[src/rtl/vector_mem_sequencer.sv]
// vector_mem_sequencer
// Sequences LANES-element vector loads and stores over the single-port data
// memory, one element per cycle, and arbitrates that port against scalar
// load/store traffic coming from the pipeline.
//
// The accept cycle (IDLE with vec_req high) already issues element 0 on the
// memory port, straight from vec_base/vec_wdata. Elements 1..LANES-1 follow
// from the latched copies. Loads need one extra VDRAIN cycle because the
// memory read data arrives one cycle after its address.
//
// Optional feature macro: VEC_SEQ_STRIDE_EN
//   Defined   : adds the 8-bit vec_stride input; element k is read or written
//               at base + k*stride, modulo 2^ADDR_WIDTH. The address comes
//               from a running adder, so there is no multiplier.
//   Undefined : no vec_stride port; the stride is fixed at 1.

module vector_mem_sequencer #(
   parameter int DATA_WIDTH = 16,
   parameter int LANES      = 16,
   parameter int ADDR_WIDTH = 19
) (
   input  logic                          clk,
   input  logic                          rst,

   input  logic                          vec_req,
   input  logic                          vec_we,
   input  logic [ADDR_WIDTH-1:0]         vec_base,
`ifdef VEC_SEQ_STRIDE_EN
   input  logic [7:0]                    vec_stride,
`endif
   input  logic [LANES*DATA_WIDTH-1:0]   vec_wdata,
   output logic [LANES*DATA_WIDTH-1:0]   vec_rdata,
   output logic                          vec_done,
   output logic                          stall,

   input  logic                          scal_req,
   input  logic                          scal_we,
   input  logic [ADDR_WIDTH-1:0]         scal_addr,
   input  logic [DATA_WIDTH-1:0]         scal_wdata,
   output logic                          scal_gnt,

   output logic [ADDR_WIDTH-1:0]         mem_addr,
   output logic                          mem_we,
   output logic [DATA_WIDTH-1:0]         mem_wdata,
   input  logic [DATA_WIDTH-1:0]         mem_rdata
);

   localparam int CW = (LANES > 1) ? $clog2(LANES) : 1;
   localparam logic [CW-1:0] LAST_LANE = CW'(LANES - 1);

   typedef enum logic [2:0] {
      IDLE,
      VLOAD,
      VDRAIN,
      VSTORE,
      DONE
   } state_t;

   state_t                 state;
   logic [CW-1:0]          lane_cnt;
   logic [ADDR_WIDTH-1:0]  elem_addr;
   logic [ADDR_WIDTH-1:0]  stride_q;
   logic [ADDR_WIDTH-1:0]  stride_in;
   logic [DATA_WIDTH-1:0]  wlane_q [LANES];
   logic [DATA_WIDTH-1:0]  rlane_q [LANES];

`ifdef VEC_SEQ_STRIDE_EN
   assign stride_in = ADDR_WIDTH'(vec_stride);
`else
   assign stride_in = ADDR_WIDTH'(1);
`endif

   // Sequencer FSM: it latches the operation on accept, then steps the lane
   // counter and the running element address once per cycle. Load data is
   // captured one cycle after the matching address.
   always_ff @(posedge clk or posedge rst) begin
      if (rst) begin
         state     <= IDLE;
         lane_cnt  <= '0;
         elem_addr <= '0;
         stride_q  <= '0;
         for (int i = 0; i < LANES; i++) begin
            wlane_q[i] <= '0;
            rlane_q[i] <= '0;
         end
      end else begin
         case (state)
            IDLE: begin
               if (vec_req) begin
                  for (int i = 0; i < LANES; i++) begin
                     wlane_q[i] <= vec_wdata[i*DATA_WIDTH +: DATA_WIDTH];
                  end
                  stride_q  <= stride_in;
                  elem_addr <= vec_base + stride_in;
                  lane_cnt  <= CW'(1);
                  state     <= vec_we ? VSTORE : VLOAD;
               end
            end
            VLOAD: begin
               rlane_q[lane_cnt - CW'(1)] <= mem_rdata;
               elem_addr <= elem_addr + stride_q;
               lane_cnt  <= lane_cnt + CW'(1);
               if (lane_cnt == LAST_LANE) begin
                  state <= VDRAIN;
               end
            end
            VDRAIN: begin
               rlane_q[LANES-1] <= mem_rdata;
               lane_cnt         <= '0;
               state            <= DONE;
            end
            VSTORE: begin
               elem_addr <= elem_addr + stride_q;
               lane_cnt  <= lane_cnt + CW'(1);
               if (lane_cnt == LAST_LANE) begin
                  lane_cnt <= '0;
                  state    <= DONE;
               end
            end
            DONE: begin
               state <= IDLE;
            end
            default: begin
               state    <= IDLE;
               lane_cnt <= '0;
            end
         endcase
      end
   end

   // Memory port mux and pipeline handshake. A vector request takes the port
   // in its accept cycle and beats a simultaneous scalar request. A scalar
   // request is granted only in IDLE (with no vector request) and in DONE.
   always_comb begin
      mem_addr  = '0;
      mem_we    = 1'b0;
      mem_wdata = '0;
      scal_gnt  = 1'b0;
      stall     = 1'b0;
      case (state)
         IDLE: begin
            if (vec_req) begin
               stall    = 1'b1;
               mem_addr = vec_base;
               mem_we   = vec_we;
               if (vec_we) begin
                  mem_wdata = vec_wdata[DATA_WIDTH-1:0];
               end
            end else if (scal_req) begin
               scal_gnt  = 1'b1;
               mem_addr  = scal_addr;
               mem_we    = scal_we;
               mem_wdata = scal_wdata;
            end
         end
         VLOAD: begin
            stall    = 1'b1;
            mem_addr = elem_addr;
         end
         VDRAIN: begin
            stall = 1'b1;
         end
         VSTORE: begin
            stall     = 1'b1;
            mem_addr  = elem_addr;
            mem_we    = 1'b1;
            mem_wdata = wlane_q[lane_cnt];
         end
         DONE: begin
            if (scal_req) begin
               scal_gnt  = 1'b1;
               mem_addr  = scal_addr;
               mem_we    = scal_we;
               mem_wdata = scal_wdata;
            end
         end
         default: begin
            stall = 1'b0;
         end
      endcase
   end

   // The completion pulse is exactly the single DONE cycle.
   assign vec_done = (state == DONE);

   // Pack the lane registers into the flat result bus, with lane k in bits
   // [k*DATA_WIDTH +: DATA_WIDTH].
   always_comb begin
      vec_rdata = '0;
      for (int i = 0; i < LANES; i++) begin
         vec_rdata[i*DATA_WIDTH +: DATA_WIDTH] = rlane_q[i];
      end
   end

endmodule

[config.mk]
export PLATFORM = sky130hd
export DESIGN_NAME = vector_mem_sequencer
export DESIGN_NICKNAME = d
export VERILOG_FILES = /design/src/rtl/vector_mem_sequencer.sv
export SDC_FILE = /design/constraint.sdc
export NUM_CORES = 1
export LEC_CHECK = 0
export BUFFER_PORTS_ARGS = -buffer_cell sky130_fd_sc_hd__buf_2
export CELL_PAD_IN_SITES_DETAIL_PLACEMENT = 1
export CELL_PAD_IN_SITES_GLOBAL_PLACEMENT = 1
export CORE_AREA = 2 2 242 244
export DETAILED_ROUTE_END_ITERATION = 7
export DIE_AREA = 0 0 244 246
export GPL_TIMING_DRIVEN = 0
export PLACE_DENSITY_LB_ADDON = 0.1
export RECOVER_POWER = 25
export SLEW_MARGIN = 20
export SYNTH_ARGS = -nofsm -noshare
export SYNTH_HDL_FRONTEND = slang
export SYNTH_SLANG_ARGS = --single-unit
[constraint.sdc]
create_clock -name clk -period 36.4 [get_ports clk]
set_input_delay 5.46 -clock clk [delete_from_list [all_inputs] [get_ports clk]]
set_output_delay 5.46 -clock clk [all_outputs]
set_load 0.1 [all_outputs]
==> impl_metrics.xml, run 1 <==
<?xml version="1.0" encoding="UTF-8"?>
<metrics>
  <group name="clocking">
    <metric name="clock_latency" unit="ns">0.63</metric>
    <metric name="cts.sink_count" unit="">539</metric>
    <metric name="cts_max_path_buffers" unit="">3</metric>
    <metric name="cts_setup_buffers" unit="">0</metric>
    <metric name="htreeDepth" unit="">2</metric>
    <metric name="cts_repair_resize_count" unit="">0</metric>
    <metric name="holdBufCountCts" unit="">0</metric>
    <metric name="clkTransAtPathRegs" unit="ns">0.07</metric>
    <metric name="cts-buffers-inserted" unit="">58</metric>
    <metric name="tritoncts" unit="">yes</metric>
    <metric name="clock-root-buffer" unit="">sky130_fd_sc_hd__clkbuf_16</metric>
  </group>
  <group name="worst_setup_path">
    <metric name="timing.reg2reg.setup_slack" unit="ns">33.46</metric>
    <metric name="critPathMaxFanout" unit="">10</metric>
    <metric name="worst_ep_required_time" unit="ns">30.94</metric>
    <metric name="timing.critical_path.cells" unit="">clkbuf_1, nor2b_1, nor3_1, and2_1, clkbuf_1, clkbuf_1, a222oi_1, o211ai_1, buf_2</metric>
    <metric name="timing.critical_path.from_type" unit="">input port</metric>
    <metric name="cp.arrival" unit="ns">8.78</metric>
    <metric name="cp_slowest_cell" unit="">sky130_fd_sc_hd__clkbuf_1</metric>
    <metric name="timing.critical_path.max_delay_family" unit="">buffers and inverters</metric>
    <metric name="timing.critical_path.buf_inv" unit="">4</metric>
    <metric name="cp_slowest_stage_delay" unit="ns">0.75</metric>
    <metric name="path_class" unit="">in2out</metric>
    <metric name="critical_path.endpoint_type" unit="">primary output</metric>
    <metric name="cell_seen_most_often_among_critical_path_stages" unit="">sky130_fd_sc_hd__clkbuf_1</metric>
  </group>
  <group name="yosys">
    <metric name="synth_cells" unit="">2112</metric>
    <metric name="syn_std_cell_area" unit="sq um">24100</metric>
    <metric name="synth_top_cells_by_area" unit="">sky130_fd_sc_hd__dfrtp_1 (56%), sky130_fd_sc_hd__nand2_1 (13%), sky130_fd_sc_hd__mux2_2 (7.8%)</metric>
    <metric name="number_of_enable_type_register_cells_in_the_synthesized_netlist" unit="">0</metric>
    <metric name="synth_top_cells_by_count" unit="">sky130_fd_sc_hd__nand2_1 (811), sky130_fd_sc_hd__dfrtp_1 (539), sky130_fd_sc_hd__mux2_2 (166), sky130_fd_sc_hd__clkbuf_1 (104), sky130_fd_sc_hd__mux2_4 (82)</metric>
    <metric name="synth.lib_cells_used.distinct" unit="">58</metric>
    <metric name="post_syn_area_per_cell" unit="sq um">11.4</metric>
    <metric name="synth_flop_cell" unit="">sky130_fd_sc_hd__dfrtp_1</metric>
    <metric name="synth_area_leader_cell" unit="">sky130_fd_sc_hd__dfrtp_1</metric>
    <metric name="async_flop_share" unit="">1.00</metric>
    <metric name="synth.ff_latch_count" unit="">539</metric>
    <metric name="synth.top_cell.area_share" unit="">0.560</metric>
    <metric name="synth-seq-area-share" unit="">0.560</metric>
    <metric name="syn_nets" unit="">2453</metric>
    <metric name="synth_most_common_cell" unit="">sky130_fd_sc_hd__nand2_1</metric>
    <metric name="yosys_warnings" unit="">0</metric>
  </group>
  <group name="drt">
    <metric name="firstDrtPassIters" unit="">7</metric>
    <metric name="route.detailed.drc" unit="">0</metric>
    <metric name="drt_first_iter_violations" unit="">1305</metric>
    <metric name="route.vias.total" unit="">19500</metric>
    <metric name="detail_route.wirelength" unit="mm">92.2</metric>
    <metric name="detail_route.wl_per_cell" unit="microns">25.4</metric>
    <metric name="antenna_violating_nets_post_route" unit="">0</metric>
    <metric name="drt-vias-per-instance" unit="">5.37</metric>
  </group>
  <group name="status">
    <metric name="run_status" unit="">finished with violations</metric>
    <metric name="violations" unit="">max-capacitance violations, max-slew violations</metric>
  </group>
  <group name="placed_design">
    <metric name="port-buffer-count" unit="">625</metric>
    <metric name="gpl.final_weighted_congestion" unit="">0.876</metric>
    <metric name="dp.final_hpwl" unit="mm">70.2</metric>
  </group>
  <group name="timing">
    <metric name="setup_tns" unit="ns">0</metric>
    <metric name="worst_clock_skew" unit="ns">0.0253</metric>
    <metric name="count_of_pins_over_their_slew_limit" unit="">202</metric>
    <metric name="timing_worst_slew_pin_value" unit="ns">5.77</metric>
    <metric name="hold_violations" unit="">0</metric>
    <metric name="fin_worst_hold_slack" unit="ns">0.471</metric>
    <metric name="timing.fmax" unit="MHz">70.2</metric>
    <metric name="timing.final.crit_period" unit="ns">14.24</metric>
    <metric name="rsz_0062_raised_after_global_routing" unit="">false</metric>
    <metric name="timing.final.crit_share" unit="">0.391</metric>
    <metric name="max-slew-margin-rel" unit="">-2.85</metric>
    <metric name="setup_violations" unit="">0</metric>
  </group>
  <group name="die">
    <metric name="dieHeight" unit="microns">246</metric>
    <metric name="initial_core_util" unit="">0.420</metric>
    <metric name="number_of_rows_created_at_floorplan" unit="">88</metric>
    <metric name="fp.coreArea" unit="sq um">57400</metric>
    <metric name="floorplan.die_area" unit="sq um">60000</metric>
    <metric name="die_x" unit="microns">244</metric>
    <metric name="pin_count" unit="">627</metric>
  </group>
  <group name="final_layout">
    <metric name="syn_to_final_growth" unit="%">26.3</metric>
    <metric name="finish.net_count" unit="">3143</metric>
    <metric name="final_core_utilization" unit="">0.530</metric>
    <metric name="post_route_cells_drive_above_1_share" unit="">0.377</metric>
  </group>
  <group name="global_route">
    <metric name="grt_pass1_wl" unit="mm">134</metric>
    <metric name="globalRoute.totalOverflow" unit="">0</metric>
    <metric name="grt_start_max_net_pins" unit="">110</metric>
    <metric name="grt_pass1_vias" unit="">20800</metric>
    <metric name="global_route.usage.total" unit="">0.303</metric>
    <metric name="grt_antenna_before_repair" unit="">29</metric>
  </group>
  <group name="job">
    <metric name="drv_cap" unit="">2</metric>
  </group>
  <group name="worst_hold_path">
    <metric name="holdCritPathClass" unit="">reg2reg</metric>
  </group>
</metrics>
==> registers in the layout, summed over array words and instances (netlist names) <==
| register | cells |
|---|---|
| vec_rdata | 256 |
| elem_addr | 19 |
| lane_cnt | 4 |
| stride_q | 1 |
| state | 3 |
| wlane_q | 256 |
==> per-stage QoR <==
stage | cell area (sq um) | setup WS, ns | std cells
final | 30400 | 22.16 | 3632
after CTS | 30500 | 22.21 | 3616
after global placement | 28200 | 10.07 | 3502
after floorplan | 24100 | 15.87 | 2112
after detailed placement | 28300 | 22.23 | 3507
after global routing | 30400 | 21.96 | 3630
==> logic make-up after synthesis <==
group	synth area share
buffers and inverters	0.0316
adders and majority gates	0.00468
muxes	0.200
AOI/OAI and AO/OA	0.0391
xor gates and xnor gates	0.00582
DFF	0.560
and+or+nand+nor	0.158
==> final timing paths <==
path,start,endpoint,cells past startpoint
max in group asynchronous,rst,vec_rdata[166]$_DFFE_PP0P_,3
setup / recovery,vec_req,mem_wdata[11],9
hold reg to reg,wlane_q[155]$_DFFE_PP0P_,wlane_q[155]$_DFFE_PP0P_,2
min in group asynchronous,rst,vec_rdata[197]$_DFFE_PP0P_,2
hold / removal,wlane_q[155]$_DFFE_PP0P_,wlane_q[155]$_DFFE_PP0P_,2
setup reg to reg,lane_cnt[0]$_DFFE_PP0P_,vec_rdata[151]$_DFFE_PP0P_,9
==> routing by layer <==
layer,vias to the layer above,global-route usage,wire (microns)
li1,8557,-,-
met1,9953,0.357,34500
met2,759,0.530,46800
met3,197,0.0712,6780
met4,22,0.130,3890
met5,-,0,132
==> worst register-to-register path, cell delays in order (launching register included) <==
cell                        delay, ns
sky130_fd_sc_hd__dfrtp_1         0.40
sky130_fd_sc_hd__buf_2           0.21
sky130_fd_sc_hd__inv_1           0.14
sky130_fd_sc_hd__ha_1            0.32
sky130_fd_sc_hd__o21bai_1        0.20
sky130_fd_sc_hd__mux2_4          0.29
sky130_fd_sc_hd__a2bb2oi_2       0.18
sky130_fd_sc_hd__nor2_2          0.42
sky130_fd_sc_hd__buf_4           0.31
sky130_fd_sc_hd__mux2_2          0.37
==> cell usage in the layout, fill, tap and decap left out, types with 3 or more instances in the layout <==
cell type and n:
sky130_fd_sc_hd__nand4_1 11, sky130_fd_sc_hd__a21oi_1 18, sky130_fd_sc_hd__buf_2 623, sky130_fd_sc_hd__nand3_1 24
sky130_fd_sc_hd__mux2i_1 16, sky130_fd_sc_hd__buf_6 14, sky130_fd_sc_hd__and2_1 4, sky130_fd_sc_hd__nor2_1 24
sky130_fd_sc_hd__mux2_4 72, sky130_fd_sc_hd__nor2_2 5, sky130_fd_sc_hd__a31oi_1 5, sky130_fd_sc_hd__clkinv_2 11
sky130_fd_sc_hd__clkbuf_8 10, sky130_fd_sc_hd__xnor2_1 12, sky130_fd_sc_hd__a221oi_1 3, sky130_fd_sc_hd__diode_2 16
sky130_fd_sc_hd__clkbuf_1 131, sky130_fd_sc_hd__mux4_2 64, sky130_fd_sc_hd__mux2_2 165, sky130_fd_sc_hd__dfrtp_1 539
sky130_fd_sc_hd__and3_1 7, sky130_fd_sc_hd__xor2_1 4, sky130_fd_sc_hd__clkbuf_16 58, sky130_fd_sc_hd__inv_1 24
sky130_fd_sc_hd__ha_1 9, sky130_fd_sc_hd__buf_16 3, sky130_fd_sc_hd__and4_1 4, sky130_fd_sc_hd__mux2_1 22
sky130_fd_sc_hd__nand2b_1 5, sky130_fd_sc_hd__nand2_1 811, sky130_fd_sc_hd__nor3_1 8, sky130_fd_sc_hd__nand3_4 11
sky130_fd_sc_hd__buf_4 5, sky130_fd_sc_hd__bufinv_16 14, sky130_fd_sc_hd__o21ai_0 18, sky130_fd_sc_hd__a222oi_1 34
sky130_fd_sc_hd__o211ai_1 19
==> area by class of cell <==
type | count | area, sq um
Antenna cell | 16 | 40.0
Buffer | 138 | 661
Clock inverter | 33 | 558
Fill cell | 6342 | 27000
Tap cell | 765 | 957
Sequential cell | 539 | 13500
Clock buffer | 76 | 1620
Inverter | 27 | 103
Timing Repair Buffer | 630 | 3200
Multi-Input combinational cell | 1408 | 9790
Power of run 1 is left out: the tool's default activity adds up to more than one toggle a clock period on the data nets, which glitch-free logic cannot reach.
==> inputs of run 2 (changes only) <==
--- a/config.mk
+++ b/config.mk
@@ -8,9 +8,9 @@
 export BUFFER_PORTS_ARGS = -buffer_cell sky130_fd_sc_hd__buf_2
 export CELL_PAD_IN_SITES_DETAIL_PLACEMENT = 1
 export CELL_PAD_IN_SITES_GLOBAL_PLACEMENT = 1
-export CORE_AREA = 2 2 242 244
+export CORE_AREA = 2 2 246 248
 export DETAILED_ROUTE_END_ITERATION = 7
-export DIE_AREA = 0 0 244 246
+export DIE_AREA = 0 0 248 250
 export GPL_TIMING_DRIVEN = 0
 export PLACE_DENSITY_LB_ADDON = 0.1
 export RECOVER_POWER = 25
==> constraint.sdc (replaced) <==
create_clock -name clk -period 13.3 [get_ports clk]
set_input_delay 1.995 -clock clk [delete_from_list [all_inputs] [get_ports clk]]
set_output_delay 1.995 -clock clk [all_outputs]
set_load 0.1 [all_outputs]
==> impl_metrics.xml, run 2 (synthesis results as in run 1) <==
<?xml version="1.0" encoding="UTF-8"?>
<metrics>
  <group name="timing">
    <metric name="worst_clock_skew" unit="ns">0.0154</metric>
    <metric name="max-slew-margin-rel" unit="">-0.279</metric>
    <metric name="rsz_0062_raised_after_global_routing" unit="">false</metric>
    <metric name="timing.final.crit_period" unit="ns">7.34</metric>
    <metric name="setup_ws" unit="ns">5.96</metric>
    <metric name="setup_violations" unit="">0</metric>
    <metric name="timing.fmax" unit="MHz">136</metric>
    <metric name="setup_tns" unit="ns">0</metric>
    <metric name="timing.final.crit_share" unit="">0.552</metric>
    <metric name="timing_worst_slew_pin_value" unit="ns">1.92</metric>
    <metric name="hold_violations" unit="">0</metric>
    <metric name="count_of_pins_over_their_slew_limit" unit="">284</metric>
  </group>
  <group name="die">
    <metric name="floorplan.die_area" unit="sq um">62000</metric>
    <metric name="dieHeight" unit="microns">250</metric>
    <metric name="pin_count" unit="">627</metric>
    <metric name="number_of_rows_created_at_floorplan" unit="">90</metric>
    <metric name="initial_core_util" unit="">0.404</metric>
    <metric name="die_x" unit="microns">248</metric>
    <metric name="fp.coreArea" unit="sq um">59600</metric>
  </group>
  <group name="clocking">
    <metric name="cts.sink_count" unit="">539</metric>
    <metric name="tritoncts" unit="">yes</metric>
    <metric name="cts_setup_buffers" unit="">0</metric>
    <metric name="holdBufCountCts" unit="">0</metric>
    <metric name="htreeDepth" unit="">2</metric>
    <metric name="clock_latency" unit="ns">0.62</metric>
    <metric name="cts_repair_resize_count" unit="">0</metric>
    <metric name="clkTransAtPathRegs" unit="ns">0.06</metric>
    <metric name="clock-root-buffer" unit="">sky130_fd_sc_hd__clkbuf_16</metric>
    <metric name="cts_max_path_buffers" unit="">3</metric>
    <metric name="cts-buffers-inserted" unit="">57</metric>
  </group>
  <group name="global_route">
    <metric name="grt_start_max_net_pins" unit="">35</metric>
    <metric name="global_route.usage.total" unit="">0.300</metric>
    <metric name="grt_pass1_wl" unit="mm">138</metric>
    <metric name="grt_antenna_before_repair" unit="">24</metric>
    <metric name="grt_pass1_vias" unit="">21400</metric>
    <metric name="globalRoute.totalOverflow" unit="">0</metric>
  </group>
  <group name="drt">
    <metric name="firstDrtPassIters" unit="">7</metric>
    <metric name="detail_route.wl_per_cell" unit="microns">25.5</metric>
    <metric name="drt_first_iter_violations" unit="">1198</metric>
    <metric name="route.detailed.drc" unit="">0</metric>
    <metric name="detail_route.wirelength" unit="mm">93.1</metric>
    <metric name="antenna_violating_nets_post_route" unit="">0</metric>
    <metric name="route.vias.total" unit="">19500</metric>
    <metric name="drt-vias-per-instance" unit="">5.33</metric>
  </group>
  <group name="final_layout">
    <metric name="postLayoutCellArea" unit="sq um">30200</metric>
    <metric name="most_common_cell_after_layout_fill_and_taps_aside" unit="">sky130_fd_sc_hd__nand2_1</metric>
    <metric name="syn_to_final_growth" unit="%">25.6</metric>
    <metric name="finish.net_count" unit="">3156</metric>
    <metric name="post_route_cells_drive_above_1_share" unit="">0.379</metric>
    <metric name="final_core_utilization" unit="">0.508</metric>
    <metric name="most_frequent_cells_in_the_layout" unit="">sky130_fd_sc_hd__nand2_1 (811), sky130_fd_sc_hd__buf_2 (638), sky130_fd_sc_hd__dfrtp_1 (539)</metric>
    <metric name="fillerInstances" unit="">6668</metric>
  </group>
  <group name="worst_setup_path">
    <metric name="timing.reg2reg.setup_slack" unit="ns">10.38</metric>
    <metric name="cp.arrival" unit="ns">5.35</metric>
    <metric name="cell_seen_most_often_among_critical_path_stages" unit="">sky130_fd_sc_hd__clkbuf_1</metric>
    <metric name="critical_path.startpoint" unit="">vec_req</metric>
    <metric name="cp_slowest_cell" unit="">sky130_fd_sc_hd__clkbuf_1</metric>
    <metric name="cp_slowest_stage_delay" unit="ns">0.74</metric>
    <metric name="path_class" unit="">in2out</metric>
    <metric name="worst_r2r_startpoint" unit="">lane_cnt[0]$_DFFE_PP0P_</metric>
    <metric name="critical_path.endpoint_type" unit="">primary output</metric>
    <metric name="critPathMaxFanout" unit="">10</metric>
    <metric name="rr_worst_depth" unit="">9</metric>
    <metric name="crit-reg2reg-capture" unit="">vec_rdata[130]$_DFFE_PP0P_</metric>
    <metric name="timing.critical_path.max_delay_family" unit="">buffers and inverters</metric>
    <metric name="timing.critical_path.buf_inv" unit="">4</metric>
    <metric name="worst_ep_required_time" unit="ns">11.31</metric>
    <metric name="timing.critical_path.cells" unit="">clkbuf_1, nor2b_1, nor3_1, and2_1, clkbuf_1, clkbuf_1, a222oi_1, o211ai_1, buf_2</metric>
    <metric name="timing.critical_path.from_type" unit="">input port</metric>
  </group>
  <group name="worst_hold_path">
    <metric name="hold_path_startpoint" unit="">wlane_q[19]$_DFFE_PP0P_</metric>
    <metric name="holdCritPathClass" unit="">reg2reg</metric>
    <metric name="hold_depth" unit="">2</metric>
    <metric name="whs_endpoint" unit="">wlane_q[19]$_DFFE_PP0P_</metric>
  </group>
  <group name="status">
    <metric name="violations" unit="">max-capacitance violations, max-slew violations</metric>
    <metric name="run_status" unit="">finished with violations</metric>
  </group>
  <group name="job">
    <metric name="drv_cap" unit="">10</metric>
  </group>
  <group name="placed_design">
    <metric name="dpl_cell_area" unit="sq um">28600</metric>
    <metric name="gpl.final_weighted_congestion" unit="">0.883</metric>
    <metric name="dp.final_hpwl" unit="mm">72.4</metric>
    <metric name="port-buffer-count" unit="">625</metric>
    <metric name="dpl_worst_slack" unit="ns">6.00</metric>
  </group>
</metrics>
[run 2: cell count changes in the layout (fill, tap and decap cells not counted), moves of 3 or more]
cell	change
sky130_fd_sc_hd__buf_2	+15
sky130_fd_sc_hd__clkinv_2	-8
sky130_fd_sc_hd__clkbuf_1	+10
sky130_fd_sc_hd__bufinv_16	-12
sky130_fd_sc_hd__mux2_1	-11
sky130_fd_sc_hd__clkbuf_8	+3
sky130_fd_sc_hd__mux2_4	+10
sky130_fd_sc_hd__buf_12	+6
[run 2: area by class of cell]
class | instances | area (sq um) | share of cell area
Sequential cell | 539 | 13500 | 0.446
Antenna cell | 14 | 35.0 | 0.00116
Buffer | 138 | 661 | 0.0218
Multi-Input combinational cell | 1408 | 9830 | 0.325
Timing Repair Buffer | 644 | 3320 | 0.110
Clock inverter | 7 | 92.6 | 0.00306
Tap cell | 782 | 978 | 0.0323
Clock buffer | 95 | 1740 | 0.0576
Inverter | 27 | 103 | 0.00339
[run 2: worst max path at each step]
stage | depth (start not counted) | slack [ns] | end
6_report | 9 | 5.96 | mem_wdata[1]
5_1_grt | 9 | 5.87 | mem_wdata[1]
4_1_cts | 9 | 5.93 | mem_wdata[9]
3_5_place_dp | 9 | 6.00 | mem_wdata[9]
3_3_place_gp | 2 | 0.89 | wlane_q[168]$_DFFE_PP0P_
2_1_floorplan | 1 | 3.98 | elem_addr[0]$_DFFE_PP0P_
[run 2: per-stage QoR]
| stage | instances | hold slack (ns) |
|---|---|---|
| after floorplan | 2112 | 0.439 |
| after global placement | 3519 | 0.453 |
| after detailed placement | 3538 | 0.457 |
| after CTS | 3640 | 0.472 |
| after global routing | 3651 | 0.496 |
| final | 3654 | 0.470 |
[run 2: metal layers]
metal  share of wire  GRT usage
met4           0.037      0.112
met3           0.066     0.0650
met1            0.38      0.358
met5          0.0013          0
met2            0.51      0.525
[run 2: worst reg2reg max path, delay by kind of cell (launching register included)]
kind | cells | cell delay [ns]
buffers and inverters | 4 | 0.78
multiplexers | 2 | 0.67
flip-flops | 1 | 0.41
AND/OR/NAND/NOR | 1 | 0.39
adder cells (fa/ha/maj) | 1 | 0.36
AO/OA/AOI/OAI | 1 | 0.18
Power of run 2 is left out for the same reason.
